## src/rtl/rv32i_pkg.sv

```systemverilog
// Shared RV32I definitions for the control sequencer: opcode constants,
// FSM state and op-class enums, and the PC / writeback select encodings.
package rv32i_pkg;

    localparam logic [6:0] OPC_LUI     = 7'b0110111;
    localparam logic [6:0] OPC_AUIPC   = 7'b0010111;
    localparam logic [6:0] OPC_JAL     = 7'b1101111;
    localparam logic [6:0] OPC_JALR    = 7'b1100111;
    localparam logic [6:0] OPC_BRANCH  = 7'b1100011;
    localparam logic [6:0] OPC_LOAD    = 7'b0000011;
    localparam logic [6:0] OPC_STORE   = 7'b0100011;
    localparam logic [6:0] OPC_OPIMM   = 7'b0010011;
    localparam logic [6:0] OPC_OP      = 7'b0110011;
    localparam logic [6:0] OPC_MISCMEM = 7'b0001111;
    localparam logic [6:0] OPC_SYSTEM  = 7'b1110011;

    typedef enum logic [2:0] {
        ST_FETCH,
        ST_DECODE,
        ST_EXEC,
        ST_MEM,
        ST_WB,
        ST_TRAP
    } ctrl_state_t;

    typedef enum logic [3:0] {
        OP_ALU,
        OP_ALUI,
        OP_LUI,
        OP_AUIPC,
        OP_JAL,
        OP_JALR,
        OP_BRANCH,
        OP_LOAD,
        OP_STORE,
        OP_FENCE,
        OP_ILLEGAL
    } op_class_t;

    localparam logic [1:0] PC_SEL_PLUS4  = 2'b00;
    localparam logic [1:0] PC_SEL_TARGET = 2'b01;
    localparam logic [1:0] PC_SEL_TRAP   = 2'b10;

    localparam logic [1:0] WB_SEL_ALU = 2'b00;
    localparam logic [1:0] WB_SEL_MEM = 2'b01;
    localparam logic [1:0] WB_SEL_PC4 = 2'b10;

endpackage

```

## src/rtl/rv32i_op_class.sv

```systemverilog
// Combinational opcode/funct3 classifier. Anything not explicitly legal,
// including SYSTEM and reserved funct3 encodings, is reported as OP_ILLEGAL.
module rv32i_op_class
    import rv32i_pkg::*;
(
    input  logic [6:0] opcode_i,
    input  logic [2:0] funct3_i,
    output op_class_t  opClass_o
);

    // Map the opcode to a class, then knock out reserved funct3 encodings.
    always_comb begin
        opClass_o = OP_ILLEGAL;
        case (opcode_i)
            OPC_OP:      opClass_o = OP_ALU;
            OPC_OPIMM:   opClass_o = OP_ALUI;
            OPC_LUI:     opClass_o = OP_LUI;
            OPC_AUIPC:   opClass_o = OP_AUIPC;
            OPC_JAL:     opClass_o = OP_JAL;
            OPC_JALR:    if (funct3_i == 3'b000) opClass_o = OP_JALR;
            OPC_BRANCH:  if (funct3_i != 3'b010 && funct3_i != 3'b011) opClass_o = OP_BRANCH;
            OPC_LOAD:    if (!(funct3_i inside {3'b011, 3'b110, 3'b111})) opClass_o = OP_LOAD;
            OPC_STORE:   if (funct3_i < 3'b011) opClass_o = OP_STORE;
            OPC_MISCMEM: opClass_o = OP_FENCE;
            default:     opClass_o = OP_ILLEGAL;
        endcase
    end

endmodule

```

## src/rtl/rv32i_ctrl_fsm.sv

```systemverilog
// Multi-cycle RV32I control sequencer (FETCH/DECODE/EXEC/MEM/WB[/TRAP]).
// Optional feature macro: CTRL_TRAP_EN -- when defined, illegal instructions
// park in TRAP until acknowledged; otherwise they retire as NOPs in DECODE.
module rv32i_ctrl_fsm
    import rv32i_pkg::*;
(
    input  logic        i_clk,
    input  logic        i_rst_n,
    input  logic [6:0]  i_opcode,
    input  logic [2:0]  i_funct3,
    input  logic        i_branch_taken,
    output logic        o_imem_req,
    input  logic        i_imem_valid,
    output logic        o_dmem_req,
    output logic        o_dmem_we,
    input  logic        i_dmem_ready,
    output logic        o_ir_we,
    output logic        o_pc_we,
    output logic [1:0]  o_pc_sel,
    output logic        o_alu_src_imm,
    output logic        o_rf_we,
    output logic [1:0]  o_wb_sel,
    output logic        o_trap,
    input  logic        i_trap_ack,
    output logic [31:0] o_instret
);

    ctrl_state_t state_q;
    op_class_t   opClass_q;
    op_class_t   decodedClass;
    logic [31:0] instret_q;
    logic [31:0] instret_d;
    logic        retire;
    logic        isJump;

`ifndef CTRL_TRAP_EN
    logic unusedTrapAck;
    assign unusedTrapAck = i_trap_ack;
`endif

    rv32i_op_class u_opClass (
        .opcode_i  (i_opcode),
        .funct3_i  (i_funct3),
        .opClass_o (decodedClass)
    );

    assign isJump    = (opClass_q == OP_JAL) || (opClass_q == OP_JALR);
    assign o_instret = instret_q;

    // An instruction retires in the one cycle its final PC update is issued.
    always_comb begin
        retire = 1'b0;
        case (state_q)
`ifndef CTRL_TRAP_EN
            ST_DECODE: retire = (decodedClass == OP_ILLEGAL);
`endif
            ST_EXEC:   retire = (opClass_q == OP_BRANCH) || (opClass_q == OP_FENCE);
            ST_MEM:    retire = i_dmem_ready && (opClass_q == OP_STORE);
            ST_WB:     retire = 1'b1;
            default:   retire = 1'b0;
        endcase
        instret_d = retire ? instret_q + 32'd1 : instret_q;
    end

    // Sequencer state, latched op class and the retired-instruction counter.
    always_ff @(posedge i_clk or negedge i_rst_n) begin
        if (!i_rst_n) begin
            state_q   <= ST_FETCH;
            opClass_q <= OP_ILLEGAL;
            instret_q <= '0;
        end else begin
            instret_q <= instret_d;
            case (state_q)
                ST_FETCH: if (i_imem_valid) state_q <= ST_DECODE;
                ST_DECODE: begin
                    opClass_q <= decodedClass;
                    if (decodedClass != OP_ILLEGAL) state_q <= ST_EXEC;
`ifdef CTRL_TRAP_EN
                    else state_q <= ST_TRAP;
`else
                    else state_q <= ST_FETCH;
`endif
                end
                ST_EXEC: begin
                    case (opClass_q)
                        OP_LOAD, OP_STORE:   state_q <= ST_MEM;
                        OP_BRANCH, OP_FENCE: state_q <= ST_FETCH;
                        default:             state_q <= ST_WB;
                    endcase
                end
                ST_MEM: if (i_dmem_ready) state_q <= (opClass_q == OP_STORE) ? ST_FETCH : ST_WB;
                ST_WB: state_q <= ST_FETCH;
`ifdef CTRL_TRAP_EN
                ST_TRAP: if (i_trap_ack) state_q <= ST_FETCH;
`endif
                default: state_q <= ST_FETCH;
            endcase
        end
    end

    // Control outputs decoded from state and op class; everything is held low during reset.
    always_comb begin
        o_imem_req    = 1'b0;
        o_ir_we       = 1'b0;
        o_dmem_req    = 1'b0;
        o_dmem_we     = 1'b0;
        o_pc_we       = 1'b0;
        o_pc_sel      = PC_SEL_PLUS4;
        o_alu_src_imm = 1'b0;
        o_rf_we       = 1'b0;
        o_wb_sel      = WB_SEL_ALU;
        o_trap        = 1'b0;
        if (i_rst_n) begin
            case (state_q)
                ST_FETCH: begin
                    o_imem_req = 1'b1;
                    o_ir_we    = i_imem_valid;
                end
                ST_DECODE: begin
`ifndef CTRL_TRAP_EN
                    o_pc_we = (decodedClass == OP_ILLEGAL);
`endif
                end
                ST_EXEC: begin
                    o_alu_src_imm = !((opClass_q == OP_ALU) || (opClass_q == OP_BRANCH));
                    if (opClass_q == OP_BRANCH) begin
                        o_pc_we  = 1'b1;
                        o_pc_sel = {1'b0, i_branch_taken};
                    end else if (opClass_q == OP_FENCE) begin
                        o_pc_we = 1'b1;
                    end
                end
                ST_MEM: begin
                    o_dmem_req = 1'b1;
                    o_dmem_we  = (opClass_q == OP_STORE);
                    o_pc_we    = i_dmem_ready && (opClass_q == OP_STORE);
                end
                ST_WB: begin
                    o_rf_we  = 1'b1;
                    o_pc_we  = 1'b1;
                    o_pc_sel = isJump ? PC_SEL_TARGET : PC_SEL_PLUS4;
                    if (opClass_q == OP_LOAD) o_wb_sel = WB_SEL_MEM;
                    else if (isJump)          o_wb_sel = WB_SEL_PC4;
                end
`ifdef CTRL_TRAP_EN
                ST_TRAP: begin
                    o_trap = 1'b1;
                    if (i_trap_ack) begin
                        o_pc_we  = 1'b1;
                        o_pc_sel = PC_SEL_TRAP;
                    end
                end
`endif
                default: ;
            endcase
        end
    end

endmodule

```

## config.mk

```make
export PLATFORM = sky130hd
export DESIGN_NAME = rv32i_ctrl_fsm
export DESIGN_NICKNAME = d
export VERILOG_FILES = /design/src/rtl/rv32i_pkg.sv /design/src/rtl/rv32i_op_class.sv /design/src/rtl/rv32i_ctrl_fsm.sv
export SDC_FILE = /design/constraint.sdc
export NUM_CORES = 1
export LEC_CHECK = 0
export ABC_AREA = 1
export ABC_CLOCK_PERIOD_IN_PS = 1600
export BUFFER_PORTS_ARGS = -buffer_cell sky130_fd_sc_hd__buf_2
export CORE_ASPECT_RATIO = 0.75
export CORE_MARGIN = 2
export CORE_UTILIZATION = 46
export CTS_BUF_LIST = sky130_fd_sc_hd__clkbuf_8
export CTS_CLUSTER_DIAMETER = 60
export DETAILED_ROUTE_END_ITERATION = 8
export GPL_ROUTABILITY_DRIVEN = 1
export PLACE_DENSITY_LB_ADDON = 0.2
export SETUP_SLACK_MARGIN = 0.02
export SLEW_MARGIN = 20
export SYNTH_ARGS = -nofsm -noshare
export SYNTH_HDL_FRONTEND = slang
export SYNTH_SLANG_ARGS = --single-unit
export TNS_END_PERCENT = 50
```

## constraint.sdc

```tcl
create_clock -name i_clk -period 1.6 [get_ports i_clk]
set_input_delay 0 -clock i_clk [delete_from_list [all_inputs] [get_ports i_clk]]
set_output_delay 0 -clock i_clk [all_outputs]
set_load 0.05 [all_outputs]
```

==> metrics.txt <==
design area 3800 um^2; critical path arrival 1.76 ns; Worst Setup End Kind output port; share of cells above drive strength 1 0.309; final hold vios 0; CP max FO 4; clock root buffer clkbuf_8; fin worst setup slack -0.159 ns; Distinct cells, synth 28; Final min period roughly 1.8 ns; Skew-Pair Late Insertion Delay 0.30 ns; Synth Area in Compound Gates 0.0298; Multi-input gate area 1780 um^2; most frequent cells after synthesis nand2_1, nand3_1, nor2_1; leading area contributor after synthesis dfrtp_1; mapped cell area 2820 um^2; Synth Warn # 0; I/O Buffers 56; RePlAce Congestion 0.937; fin util 0.650; row count 24; maximum vdd drop 0.00114 V; Synth top area share 0.329; max-cap viol count 0; Area contributors post-synth dfrtp_1, nand2_1, nand3_1; setup TNS -2.87 ns; worst path cell trace buf_4 -> nor3_2 -> nand3_4 -> a21oi_4 -> buf_6; First DRT Iteration DRCs 227; post-synthesis mux area share 0; post-synthesis xor/xnor area fraction 0.0933; pwr/cell area 1020 nW/um^2; # H-tree levels 2; grt ovf 0; Synth Area in Simple Gates 0.442; DP Wirelength roughly 6200 um; Crit Path Category reg -> out; I/O pin cnt 60; DRC viols 0; Routed Wire Length roughly 8500 um; CP startpoint kind flip-flop; Least-Margin Pin Slew 0.543 ns; clock tree sinks 39; Cells after Synth 427; crit-path max cell delay 0.43 ns; vias 3069; n_diodes 0; Min-Delay Path Class in -> reg; post-route ant nets 0; die width between 90 and 100 um; die footprint 6770 um^2; antenna violations before repair 0; CTS buffer count 5; Pleak 1.96 nW; largest family of logic cells by synthesized area simple AND/OR/NAND/NOR gates; Reg clk slew, reported paths approximately 0.080 ns; slew margin rel. 0.638; Synth Register Bits 39; Post-synth EDFFs 0; sequential element share of the synthesized area 0.347; vias in the first global route 2908; post-place setup slack -0.183 ns; Reg area 1000 um^2; Final Max Slew Viols 0; total global-route track usage 0.261; Layout area overhead 35.1%; Synth Flop Type dfrtp_1; Fillers 563; WP buf/inv 2; first-pass GRT wire length around 14000 um; fin cells 602; DR WL/cell 14.2 um; Worst path slowest cell dfrtp_1; delay-heaviest family, CP simple AND/OR/NAND/NOR gates; clk buf depth 2; drt pass-1 iters 4; fin nets 540; Die Y-Extent between 70 and 80 um; largest net degree at the start of global routing 40; most frequent cell after synthesis nand2_1; DP Cell Count 588; asr flop ratio synth 1.00; Post-Synth Adder-Cell Area 0.00444; Setup violations, final 34; Cell Area, Placed about 3500 um^2; Initial Util 0.481; f_max 568 MHz; syn_area_per_cell 6.60 um^2; Avg Vias per Cell 5.10; Clock Skew approximately 0.0056 ns; status complete, but fails checks; RSZ-0062 raised after global routing yes; CTS tree yes; Crit path required time 1.60 ns; Period Utilization, post-route 1.10; area of the core 5860 um^2; failing checks setup timing
[placed cells by master (no fill, tap or decap), types with 2 or more instances in the layout]
cell      Yosys  routed
nand2_1     149     148
o21ai_0       7       6
buf_4         2      40
a21oi_1       5       4
buf_6         3       7
nand3_2       1       4
inv_1        37      36
dfstp_2       2       2
clkbuf_8      0       7
nor2_1       51      48
nor2_2        4       4
nor3_1       21      14
nand2_4       1       2
conb_1        1       2
dfrtp_1      37      16
nand3_1      52      48
xor2_1       19      19
dfrtp_2       0      21
inv_2         2       3
xnor2_1      11      11
nor2_4        0       3
buf_2         6      49
nand4_1       8       8
nand3_4       1       2
nor3_2        1       7
[timing repair]
action / CTS / global route
hold endpoints to repair: 37 / 0
setup endpoints to repair: 39 / 42
pin swaps: 5 / 1
cloned: 0 / 1
gates resized for setup: 25 / 7
setup buffers: 3 / 1
hold buffers: 1 / 0
[metal layers]
metal  share of wire  up-vias  GRT usage
met4          0.0069        0     0.0660
met5               0        -          0
met2            0.44       88      0.379
met1            0.49     1423      0.407
li1                -     1552          -
met3           0.059        6     0.0368
[registers in the layout, indices dropped and copies added, names as in the netlist]
name	cells
opClass_q	4
o_instret	32
state_q	3
[path summary, 6_finish.rpt]
| kind | start | endpoint | slack, ns | cells after the start |
|---|---|---|---|---|
| max in group asynchronous | i_rst_n | o_instret[18]$_DFFE_PN0P_ | 0.86 | 3 |
| min in group asynchronous | i_rst_n | state_q[2]$_DFFE_PN0P_ | 0.33 | 3 |
| max | state_q[2]$_DFFE_PN0P_ | o_pc_we | -0.16 | 5 |
| min reg2reg | opClass_q[3]$_DFFE_PN1P_ | opClass_q[3]$_DFFE_PN1P_ | 0.56 | 2 |
| min | i_dmem_ready | state_q[1]$_DFFE_PN0P_ | 0.03 | 4 |
| max reg2reg | opClass_q[3]$_DFFE_PN1P_ | o_instret[30]$_DFFE_PN0P_ | -0.11 | 10 |
[power by group]
group	leakage, nW	switching, mW	internal (mW)	total (mW)
clock network	0.0557	0.357	0.388	0.745
logic	1.40	1.27	0.631	1.90
registers	0.497	0.122	1.12	1.24
[worst reg2reg max path, delay by kind of cell, from the launching register on]
| family | cells | cell delay, ns |
|---|---|---|
| buf+inv | 2 | 0.25 |
| simple gates | 7 | 0.63 |
| compound gates | 1 | 0.17 |
| flops | 1 | 0.56 |
[cells by family after synthesis]
group	Yosys count
simple gates	290
buf+inv	51
flops	39
xor+xnor	30
compound gates	15
fa+ha+maj	1
other cells	1
[per-stage QoR]
stage                     power [mW]  hold slack [ns]
final                           3.89           0.0270
after global routing            4.13           0.0347
after CTS                       3.80           0.0131
after detailed placement        2.94            0.130
after global placement          2.90            0.122
after floorplan                 2.46           -0.296
[cell type report]
cell class / instances / share of cell area
multi-input cells: 339 / 0.469
well taps: 78 / 0.0256
clock inverters: 1 / 0.000987
clock buffers: 7 / 0.0253
repair buffers: 99 / 0.176
inverters: 39 / 0.0391
flip-flops and latches: 39 / 0.264
No activity file was read; power rests on OpenSTA's default activity.
